$ cat src/rtl/multicycle_ctrl.sv
`default_nettype none
// +--------------------------------------------------------------------------+
// | Module      : multicycle_ctrl                                            |
// | Description : Multi-cycle control FSM for the MIPS-lite core; sequences  |
// |               fetch/decode/execute/memory/writeback and drives datapath  |
// |               mux selects and write enables.                             |
// | Revision    : 1.0 - initial release                                      |
// +--------------------------------------------------------------------------+
module multicycle_ctrl #(
    parameter int TIMEOUT = 255
) (
    input  logic       clk,
    input  logic       reset,
    input  logic [5:0] op,
    input  logic [5:0] funct,
    input  logic       zero,
    input  logic       mem_ready,
    output logic       ir_wr,
    output logic       pc_wr,
    output logic [1:0] pc_sel,
    output logic [1:0] RegDst,
    output logic [1:0] ALUSrc,
    output logic [1:0] DatatoReg,
    output logic [1:0] ext_op,
    output logic [2:0] alu_op,
    output logic       reg_wr,
    output logic       mem_rd,
    output logic       mem_wr,
    output logic       instr_done,
    output logic       illegal,
    output logic       bus_err,
    output logic [3:0] state
);

    localparam logic [3:0] c_FETCH  = 4'd0;
    localparam logic [3:0] c_DECODE = 4'd1;
    localparam logic [3:0] c_EXEC   = 4'd2;
    localparam logic [3:0] c_MEM_RD = 4'd3;
    localparam logic [3:0] c_MEM_WR = 4'd4;
    localparam logic [3:0] c_WB     = 4'd5;
    localparam logic [3:0] c_BRANCH = 4'd6;
    localparam logic [3:0] c_JUMP   = 4'd7;
    localparam logic [3:0] c_HALT   = 4'd8;

    localparam logic [5:0] c_OP_RTYPE = 6'h00;
    localparam logic [5:0] c_OP_J     = 6'h02;
    localparam logic [5:0] c_OP_JAL   = 6'h03;
    localparam logic [5:0] c_OP_BEQ   = 6'h04;
    localparam logic [5:0] c_OP_ORI   = 6'h0D;
    localparam logic [5:0] c_OP_LUI   = 6'h0F;
    localparam logic [5:0] c_OP_LW    = 6'h23;
    localparam logic [5:0] c_OP_SW    = 6'h2B;

    localparam logic [5:0] c_FN_SLL  = 6'h00;
    localparam logic [5:0] c_FN_SRL  = 6'h02;
    localparam logic [5:0] c_FN_JR   = 6'h08;
    localparam logic [5:0] c_FN_ADDU = 6'h21;
    localparam logic [5:0] c_FN_SUBU = 6'h23;

    // A wait state gives up once it has spent TIMEOUT cycles with mem_ready low.
    localparam logic [7:0] c_WAIT_LIMIT = 8'(TIMEOUT - 1);

    logic [3:0] r_state;
    logic [3:0] w_next_state;
    logic [7:0] r_wait_cnt;
    logic       r_illegal;
    logic       r_bus_err;
    logic       w_set_illegal;
    logic       w_set_bus_err;
    logic       w_timeout;
    logic       w_waiting;
    logic       w_r_alu;
    logic       w_ir_wr;
    logic       w_pc_wr;
    logic       w_reg_wr;
    logic       w_mem_wr;
    logic       w_instr_done;

    assign w_r_alu   = (op == c_OP_RTYPE) &&
                       ((funct == c_FN_ADDU) || (funct == c_FN_SUBU) ||
                        (funct == c_FN_SLL)  || (funct == c_FN_SRL));
    assign w_timeout = !mem_ready && (r_wait_cnt >= c_WAIT_LIMIT);
    assign w_waiting = (r_state == c_FETCH) || (r_state == c_MEM_RD) || (r_state == c_MEM_WR);

    always_ff @(posedge clk or posedge reset) begin
        if (reset) begin
            r_state    <= c_FETCH;
            r_wait_cnt <= 8'd0;
            r_illegal  <= 1'b0;
            r_bus_err  <= 1'b0;
        end else begin
            r_state <= w_next_state;
            if (w_next_state != r_state) begin
                r_wait_cnt <= 8'd0;
            end else if (w_waiting) begin
                r_wait_cnt <= r_wait_cnt + 8'd1;
            end
            if (w_set_illegal) begin
                r_illegal <= 1'b1;
            end
            if (w_set_bus_err) begin
                r_bus_err <= 1'b1;
            end
        end
    end

    always_comb begin
        w_next_state  = r_state;
        w_set_illegal = 1'b0;
        w_set_bus_err = 1'b0;
        w_ir_wr       = 1'b0;
        w_pc_wr       = 1'b0;
        w_reg_wr      = 1'b0;
        w_mem_wr      = 1'b0;
        w_instr_done  = 1'b0;
        pc_sel        = 2'b00;
        RegDst        = 2'b00;
        ALUSrc        = 2'b00;
        DatatoReg     = 2'b00;
        ext_op        = 2'b00;
        alu_op        = 3'b000;
        mem_rd        = 1'b0;
        case (r_state)
            c_FETCH: begin
                mem_rd = 1'b1;
                if (mem_ready) begin
                    w_ir_wr      = 1'b1;
                    w_pc_wr      = 1'b1;
                    w_next_state = c_DECODE;
                end else if (w_timeout) begin
                    w_next_state  = c_HALT;
                    w_set_bus_err = 1'b1;
                end
            end
            c_DECODE: begin
                if (w_r_alu || (op == c_OP_ORI) || (op == c_OP_LUI) ||
                    (op == c_OP_LW) || (op == c_OP_SW)) begin
                    w_next_state = c_EXEC;
                end else if (op == c_OP_BEQ) begin
                    w_next_state = c_BRANCH;
                end else if ((op == c_OP_J) || (op == c_OP_JAL) ||
                             ((op == c_OP_RTYPE) && (funct == c_FN_JR))) begin
                    w_next_state = c_JUMP;
                end else begin
                    w_next_state  = c_HALT;
                    w_set_illegal = 1'b1;
                end
            end
            c_EXEC: begin
                w_next_state = c_WB;
                case (op)
                    c_OP_RTYPE: begin
                        case (funct)
                            c_FN_SUBU: alu_op = 3'b001;
                            c_FN_SLL: begin
                                alu_op = 3'b011;
                                ALUSrc = 2'b10;
                            end
                            c_FN_SRL: begin
                                alu_op = 3'b100;
                                ALUSrc = 2'b10;
                            end
                            default: alu_op = 3'b000;
                        endcase
                    end
                    c_OP_ORI: begin
                        alu_op = 3'b010;
                        ALUSrc = 2'b01;
                    end
                    c_OP_LUI: begin
                        ALUSrc = 2'b01;
                        ext_op = 2'b10;
                    end
                    c_OP_LW: begin
                        ALUSrc       = 2'b01;
                        ext_op       = 2'b01;
                        w_next_state = c_MEM_RD;
                    end
                    c_OP_SW: begin
                        ALUSrc       = 2'b01;
                        ext_op       = 2'b01;
                        w_next_state = c_MEM_WR;
                    end
                    default: w_next_state = c_WB;
                endcase
            end
            c_MEM_RD: begin
                mem_rd = 1'b1;
                if (mem_ready) begin
                    w_next_state = c_WB;
                end else if (w_timeout) begin
                    w_next_state  = c_HALT;
                    w_set_bus_err = 1'b1;
                end
            end
            c_MEM_WR: begin
                w_mem_wr = 1'b1;
                if (mem_ready) begin
                    w_instr_done = 1'b1;
                    w_next_state = c_FETCH;
                end else if (w_timeout) begin
                    w_next_state  = c_HALT;
                    w_set_bus_err = 1'b1;
                end
            end
            c_WB: begin
                w_reg_wr     = 1'b1;
                RegDst       = (op == c_OP_RTYPE) ? 2'b01 : 2'b00;
                DatatoReg    = (op == c_OP_LW) ? 2'b01 : 2'b00;
                w_instr_done = 1'b1;
                w_next_state = c_FETCH;
            end
            c_BRANCH: begin
                alu_op       = 3'b001;
                w_pc_wr      = zero;
                pc_sel       = 2'b01;
                w_instr_done = 1'b1;
                w_next_state = c_FETCH;
            end
            c_JUMP: begin
                w_pc_wr      = 1'b1;
                w_instr_done = 1'b1;
                w_next_state = c_FETCH;
                case (op)
                    c_OP_J: pc_sel = 2'b10;
                    c_OP_JAL: begin
                        pc_sel    = 2'b10;
                        w_reg_wr  = 1'b1;
                        RegDst    = 2'b10;
                        DatatoReg = 2'b10;
                    end
                    default: pc_sel = 2'b11;
                endcase
            end
            c_HALT: w_next_state = c_HALT;
            default: w_next_state = c_HALT;
        endcase
    end

    // Enables are masked while reset is held so an abandoned access cannot commit.
    assign ir_wr      = w_ir_wr      & ~reset;
    assign pc_wr      = w_pc_wr      & ~reset;
    assign reg_wr     = w_reg_wr     & ~reset;
    assign mem_wr     = w_mem_wr     & ~reset;
    assign instr_done = w_instr_done & ~reset;
    assign illegal    = r_illegal;
    assign bus_err    = r_bus_err;
    assign state      = r_state;

endmodule
`default_nettype wire

$ cat config.mk
export PLATFORM = sky130hd
export DESIGN_NAME = multicycle_ctrl
export DESIGN_NICKNAME = d
export VERILOG_FILES = /design/src/rtl/multicycle_ctrl.sv
export SDC_FILE = /design/constraint.sdc
export NUM_CORES = 1
export LEC_CHECK = 0
export ABC_AREA = 1
export CAP_MARGIN = 10
export CORE_UTILIZATION = 30
export DETAILED_ROUTE_END_ITERATION = 16
export PLACE_DENSITY_LB_ADDON = 0.3
export SYNTH_ARGS = -nofsm -noshare
export SYNTH_HDL_FRONTEND = slang
export SYNTH_SLANG_ARGS = --single-unit
$ cat constraint.sdc
create_clock -name clk -period 2.5 [get_ports clk]
set_clock_uncertainty 0.2 [all_clocks]
set_input_delay 0.5 -clock clk [delete_from_list [all_inputs] [get_ports clk]]
set_output_delay 0.5 -clock clk [all_outputs]
set_load 0.005 [all_outputs]
# After elaboration in Yosys (flattened, before gate mapping)
# Index checks and enable logic that the tools add are counted.
[totals]
register_bits = 14
[classes]
bitwise = 6
mux = 41
reduce_logical = 26
add_sub_neg = 1
n_eq_ne = 19
n_lt_le_gt_ge = 1
[ops]
columns = ["operator", "count"]
rows = [
  ["$mux 4", 7],
  ["$eq 6x6->1 const B", 4],
  ["$pmux 4 s6", 1],
  ["$pmux 2 s2", 5],
  ["$eq 6x2->1 const B", 3],
  ["$eq 6x4->1 const B", 3],
  ["$pmux 3 s2", 3],
  ["$eq 4x3->1 const B", 4],
  ["$mux 8", 2],
  ["$mux 1", 15],
  ["$logic_not 6->1", 2],
  ["$logic_or 1x1->1", 11],
  ["$pmux 3 s3", 1],
  ["$add 8x1->8 const B", 1],
  ["$eq 4x2->1 const B", 2],
  ["$ge 8x8->1 const B", 1],
  ["$mux 2", 4],
  ["$reduce_or 2->1", 4],
  ["$eq 6x3->1 const B", 1],
  ["$reduce_or 3->1", 2],
  ["$and 1x1->1", 5],
  ["$eq 4x1->1 const B", 1],
  ["$logic_not 4->1", 1],
  ["$ne 4x4->1", 1],
  ["7 further kinds", 10],
]

# Depth between registers and ports, before layout
# Gate-level depths: netlist of run 1.
[logic_depth]
depth_word = 13
ltp_mapped = 13
mapped_depth_nobuf = 13

# Least setup slack after synthesis of run 1
# Ideal clock, no wire load.
[synth_timing]
kind = "flip-flop to output port"
from = "reg r_state[3], in the netlist state[3]"
to = "out alu_op[0]"
arrival_ps = 1442
path_slack_ps = 358
path_buffers = 0
stages_incl_launch_ff = 10
path_cell_list = "dfrtp_1 nor2_1 inv_1 nor3_2 inv_1 nor2_1 inv_1 nor2_1 inv_1 o221ai_1"
[synth_between]
elab_chain_cells = 2
elab_cells_between_ends = 3
classes_between = "2 x eq/ne; 1 x mux"
[synth_lines]
columns = ["item", "line", "source"]
rows = [
  ["start: declaration", "63", "logic [3:0] r_state;"],
  ["start signal: assignment", "87", "r_state <= c_FETCH;"],
  ["start signal: assignment", "92", "r_state <= w_next_state;"],
  ["$eq 4x3->1 / $eq 4x2->1 (equally long branches)", "123", "case (r_state)"],
  ["$pmux 3 s2 (*)", "123", ""],
  ["end: declaration", "25", "output logic [2:0] alu_op,"],
]
# Mark *: on every way between the ends. The rest lies on a longest branch, timed or not.

# Final worst setup path of run 1
[layout_timing]
from = "in op[2]"
to = "out alu_op[0]"
[layout_between]
elab_chain_cells = 3
elab_cells_between_ends = 4
classes_between = "1 x eq/ne; 2 x mux; 1 x reduce/logical"
[layout_lines]
columns = ["item", "line", "source"]
rows = [
  ["start: declaration", "14", "input logic [5:0] op,"],
  ["$eq 6x4->1 / $logic_not 6->1 (equally long branches)", "151", "case (op)"],
  ["$pmux 3 s2 (*)", "151", ""],
  ["$pmux 3 s2 (*)", "123", ""],
]
# Marked as above.

==> impl_metrics.py, run 1 <==
metrics = {
    "setup_path": {
        "critPathRequiredTime_ns": 1.80,
        "crit_path_end_kind": "primary output",
        "critPathKind": "in2out",
        "startpoint_type": "input port",
        "arrival_ns": 1.75,
        "worstPathMaxFanout": 3,
    },
    "sta": {
        "period_share_pct": 97.9,
        "fin_ws_ns": 0.0516,
        "fin_setup_tns_ns": 0,
        "relSlewSlack_pct": 64.2,
        "hold_viol": 0,
        "final_max_slew_viol_count": 0,
        "tightest_slew_ns": 0.536,
        "max_freq_mhz": 408,
        "setup_viol": 0,
        "min_period_ns": 2.45,
    },
    "logic_synthesis": {
        "synth_area_sq_mm": 0.00121,
        "syn-instance-count": 191,
        "synth_nets": 209,
        "synth_area_per_cell_sq_um": 6.36,
        "ys_ff_latch": 14,
        "ys_seq_area_share_pct": 28.8,
        "synth.distinct_cells": 28,
        "yosysWarnings": 0,
    },
    "cells_and_area": {
        "drive_gt1_share_pct": 33.9,
        "insertedDiodeCount": 0,
        "final_cell_mix": "buf_4, nand2_1, inv_1",
        "instances_no_fill": 334,
        "post-route-util_pct": 57.5,
        "nets": 305,
        "final_common_cell": "buf_4",
        "fill_cells": 373,
        "syn_to_final_growth_pct": 78.4,
    },
    "clock_network": {
        "cts_sinks": 14,
        "numCtsBuffers": 3,
        "cts_buffer_depth": 2,
        "clock-root-buffer": "clkbuf_8",
        "clock_latency_ns": 0.24,
        "hold_buffers": 0,
        "path_clk_slew_ns": 0.06,
        "htreeDepth": 1,
        "cts_tree": "yes",
    },
    "die": {
        "dieHeight_um": 65.6,
        "coreArea_sq_mm": 0.00377,
        "start_util_pct": 32.2,
        "io_pins": 41,
        "die-area_sq_mm": 0.00431,
        "fp.dieW_um": 65.6,
        "rows": 22,
    },
    "worst_hold_path": {
        "hold_path.class": "reg2reg",
    },
    "placement": {
        "io_buffers": 40,
        "dp_cells": 320,
        "place_congestion": 0.836,
        "dp_hpwl_mm": 2.82,
        "pre_cts_ws_ns": -0.543,
    },
    "detailed_routing": {
        "drt-total-wl_mm": 3.68,
        "drc": 0,
        "vias_per_cell": 4.65,
        "dr.pass1.iters": 4,
        "wl_per_cell_um": 11.0,
        "vias": 1553,
        "drt-initial-drc-count": 33,
        "drtAntennaViolNets": 0,
    },
    "grt": {
        "grt_pass1_wl_mm": 6.00,
        "grt_overflow_total": 0,
        "track_usage_pct": 17.7,
        "grt_pass1_vias": 1402,
        "grt_max_degree": 15,
        "antenna_found_initial": 0,
    },
    "pwr": {
        "vdd_drop_max_uv": 382,
        "p_leak_nw": 1.18,
        "finalPower_w": 0.000530,
        "powerDensity_mw_per_mm2": 245,
    },
    "outcome": {
        "outcome": "finished clean",
    },
    "flow_run": {
        "maxCapViolCount": 0,
    },
}
cell type report:
cell class	count	area (sq um)	share of cell area, %
well taps	48	60.1	2.77
inverters	33	124	5.72
multi-input cells	142	818	37.8
clock buffers	4	55.1	2.54
repair buffers	93	759	35.0
flip-flops and latches	14	350	16.2
worst max-delay path: stages:
cell,delay [ns]
dlygate4sd2_1,0.25
nor2_1,0.16
nand2_2,0.11
nor2_4,0.11
inv_2,0.05
nor2_1,0.08
inv_1,0.06
nor2_2,0.11
inv_2,0.07
o221ai_2,0.12
buf_2,0.14
cells in the mapped netlist, drive strengths merged:
cell	count	share of area, %
nand4	7	3.6
nor3	4	2.5
a21oi	6	2.5
nor2	37	12
xor2	6	4.3
or2	1	0.52
inv	33	10
dfrtp	14	29
nand3	16	7.8
nand2	49	16
o21ai	7	2.9
nor4	1	0.52
ha	2	2.1
o22ai	1	0.52
xnor2	1	0.72
nand3b	1	0.62
nor2b	1	1.1
a211oi	1	0.62
buf	2	1.5
o221ai	1	0.72
kinds of logic (layout without fill, tap and decap cells):
| family | count (synthesis) | in the layout | share of synthesized area [%] |
|---|---|---|---|
| and+or+nand+nor | 117 | 117 | 45.1 |
| xor gates and xnor gates | 7 | 7 | 5.05 |
| buffers and inverters | 35 | 130 | 11.7 |
| AOI/OAI and AO/OA | 16 | 16 | 7.21 |
| DFF | 14 | 14 | 28.8 |
| adders and majority gates | 2 | 2 | 2.06 |
layer usage:
| metal | vias to the layer above | GRT usage, % | wire (um) |
|---|---|---|---|
| met2 | 35 | 32.1 | 1920 |
| li1 | 795 | - | - |
| met5 | - | 0 | 0 |
| met1 | 717 | 22.1 | 1610 |
| met4 | 0 | 4.08 | 45 |
| met3 | 6 | 1.56 | 99 |
state kept, by name, indices dropped and copies added (netlist names):
register    flops
illegal         1
state           4
bus_err         1
r_wait_cnt      8
worst paths after layout:
kind / startpoint / endpoint / slack [ns] / cells after the start
worst max-delay path: op[2] / alu_op[0] / 0.05 / 11
worst min-delay path: illegal / illegal / 0.26 / 2
worst max register to register: state[2] / r_wait_cnt[0] / 0.46 / 14
worst min register to register: illegal / illegal / 0.26 / 2
max in group asynchronous: reset / state[0] / 1.09 / 3
min in group asynchronous: reset / state[3] / 0.65 / 3
stage by stage:
stage | instance area (sq um) | hold WS, ns
floorplan | 1210 | 0.189
global placement | 1980 | 0.250
detailed placement | 1980 | 0.251
CTS | 2130 | 0.271
global route | 2170 | 0.293
finish | 2170 | 0.262
power by group:
group | internal (W) | total [W] | switching (W) | leakage, nW
combinational | 0.0000475 | 0.0000843 | 0.0000368 | 0.969
sequential | 0.000227 | 0.000227 | 0 | 0.180
clock | 0.000139 | 0.000219 | 0.0000796 | 0.0288
total | 0.000414 | 0.000530 | 0.000116 | 1.18
what timing repair did:
item,in CTS,in global routing
setup endpoints to repair,17,17
pin swaps,13,6
gates resized for setup,51,18
setup buffers,10,0
Power figures use the tool's default switching activity.
==> run 2, diff against run 1 <==
--- a/config.mk
+++ b/config.mk
@@ -10,6 +10,7 @@
 export CORE_UTILIZATION = 30
 export DETAILED_ROUTE_END_ITERATION = 16
 export PLACE_DENSITY_LB_ADDON = 0.3
+export SKIP_LAST_GASP = 1
 export SYNTH_ARGS = -nofsm -noshare
 export SYNTH_HDL_FRONTEND = slang
 export SYNTH_SLANG_ARGS = --single-unit
==> impl_metrics.py, run 2 (synthesis gave the netlist of run 1 again) <==
metrics = {
    "sta": {
        "final_max_slew_viol_count": 0,
        "relSlewSlack_pct": 64.1,
        "hold_viol": 0,
        "fin_setup_tns_ns": 0,
        "max_freq_mhz": 403,
        "setup_viol": 0,
        "tightest_slew_ns": 0.538,
        "period_share_pct": 99.4,
        "fin_ws_ns": 0.0159,
        "rsz0062_at_grt": "true",
        "min_period_ns": 2.48,
    },
    "die": {
        "die-area_sq_mm": 0.00431,
        "fp.dieW_um": 65.6,
        "dieHeight_um": 65.6,
        "start_util_pct": 32.2,
        "coreArea_sq_mm": 0.00377,
        "rows": 22,
        "io_pins": 41,
    },
    "pwr": {
        "powerDensity_mw_per_mm2": 241,
        "finalPower_w": 0.000531,
        "vdd_drop_max_uv": 383,
        "p_leak_nw": 1.20,
    },
    "placement": {
        "pre_cts_ws_ns": -0.543,
        "placed_area_sq_mm": 0.00198,
        "dp_hpwl_mm": 2.82,
        "place_congestion": 0.836,
        "io_buffers": 40,
    },
    "cells_and_area": {
        "largest_reg_flops": 8,
        "drive_gt1_share_pct": 37.1,
        "nets": 305,
        "insertedDiodeCount": 0,
        "final_cell_mix": "buf_4, nand2_1, inv_1",
        "final_common_cell": "buf_4",
        "syn_to_final_growth_pct": 81.3,
        "post-route-util_pct": 58.4,
        "stdcell_area_sq_mm": 0.00220,
        "fill_cells": 368,
        "top_register": "r_wait_cnt",
    },
    "setup_path": {
        "crit_path_end_kind": "primary output",
        "arrival_ns": 1.78,
        "crit_slowest_cell": "clkdlybuf4s50_1",
        "path_common_cell": "buf_4",
        "critPathKind": "reg2out",
        "cp_num_buf_inv": 5,
        "critPathRequiredTime_ns": 1.80,
        "critPathTopFamily": "buffers and inverters",
        "cp_cell_sequence": "buf_4, buf_4, inv_1, nor2_2, inv_2, nor2_4, clkdlybuf4s50_1",
        "startpoint_type": "register",
        "worstPathMaxFanout": 4,
        "critPathMaxStageDelay_ns": 0.52,
    },
    "outcome": {
        "outcome": "finished clean",
    },
    "clock_network": {
        "clock_latency_ns": 0.24,
        "path_clk_slew_ns": 0.06,
        "cts_buffer_depth": 2,
        "clock-root-buffer": "clkbuf_8",
        "cts_sinks": 14,
        "htreeDepth": 1,
        "hold_buffers": 0,
        "numCtsBuffers": 3,
        "cts_tree": "yes",
    },
    "grt": {
        "grt_pass1_wl_mm": 6.03,
        "grt_max_degree": 15,
        "grt_overflow_total": 0,
        "grt_pass1_vias": 1408,
        "antenna_found_initial": 0,
        "track_usage_pct": 17.7,
    },
    "detailed_routing": {
        "vias": 1559,
        "dr.pass1.iters": 4,
        "drtAntennaViolNets": 0,
        "wl_per_cell_um": 11.2,
        "drc": 0,
        "drt-total-wl_mm": 3.73,
        "drt-initial-drc-count": 39,
        "vias_per_cell": 4.67,
    },
    "worst_hold_path": {
        "hold_path.class": "reg2reg",
    },
    "flow_run": {
        "maxCapViolCount": 0,
    },
}
[run 2: stage by stage]
stage	instances	hold slack, ns
floorplan	191	0.189
global placement	320	0.250
detailed placement	320	0.251
CTS	334	0.271
global route	334	0.293
finish	334	0.262
[run 2: final timing paths]
| kind | from | end | slack [ns] | cells past startpoint |
|---|---|---|---|---|
| max | state[2] | pc_sel[1] | 0.02 | 7 |
| max reg2reg | state[2] | r_wait_cnt[2] | 0.41 | 14 |
| max in group asynchronous | reset | state[0] | 1.05 | 3 |
| min | illegal | illegal | 0.26 | 2 |
| min reg2reg | illegal | illegal | 0.26 | 2 |
| min in group asynchronous | reset | state[3] | 0.66 | 3 |
[run 2: final cells by class]
| cell class | count | area (sq um) | area share [%] |
|---|---|---|---|
| Clock buffer | 4 | 55.1 | 2.50 |
| Inverter | 33 | 124 | 5.63 |
| Multi-Input combinational cell | 142 | 842 | 38.2 |
| Sequential cell | 14 | 352 | 16.0 |
| Tap cell | 48 | 60.1 | 2.73 |
| Timing Repair Buffer | 93 | 769 | 34.9 |
[run 2: power by group]
group,switching [W],internal (W)
clock,0.0000793,0.000139
combinational,0.0000380,0.0000473
sequential,0,0.000227
total,0.000117,0.000413
[run 2: what timing repair did]
action,4_1_cts,5_1_grt
hold endpoints to repair,0,0
pin swaps,13,10
buffers inserted,10,1
endpoints found under the setup margin,17,17
gates resized for setup,47,37
[run 2: routing by layer]
metal,GRT usage [%],wire (um)
met4,4.08,45
met2,32.4,1950
met1,22.1,1650
met3,1.56,87
met5,0,0
[run 2: tightest hold or removal path, cell delays in order, from the launching register on]
cell     delay [ns]
dfrtp_1        0.34
inv_1          0.04
nand2_1        0.05
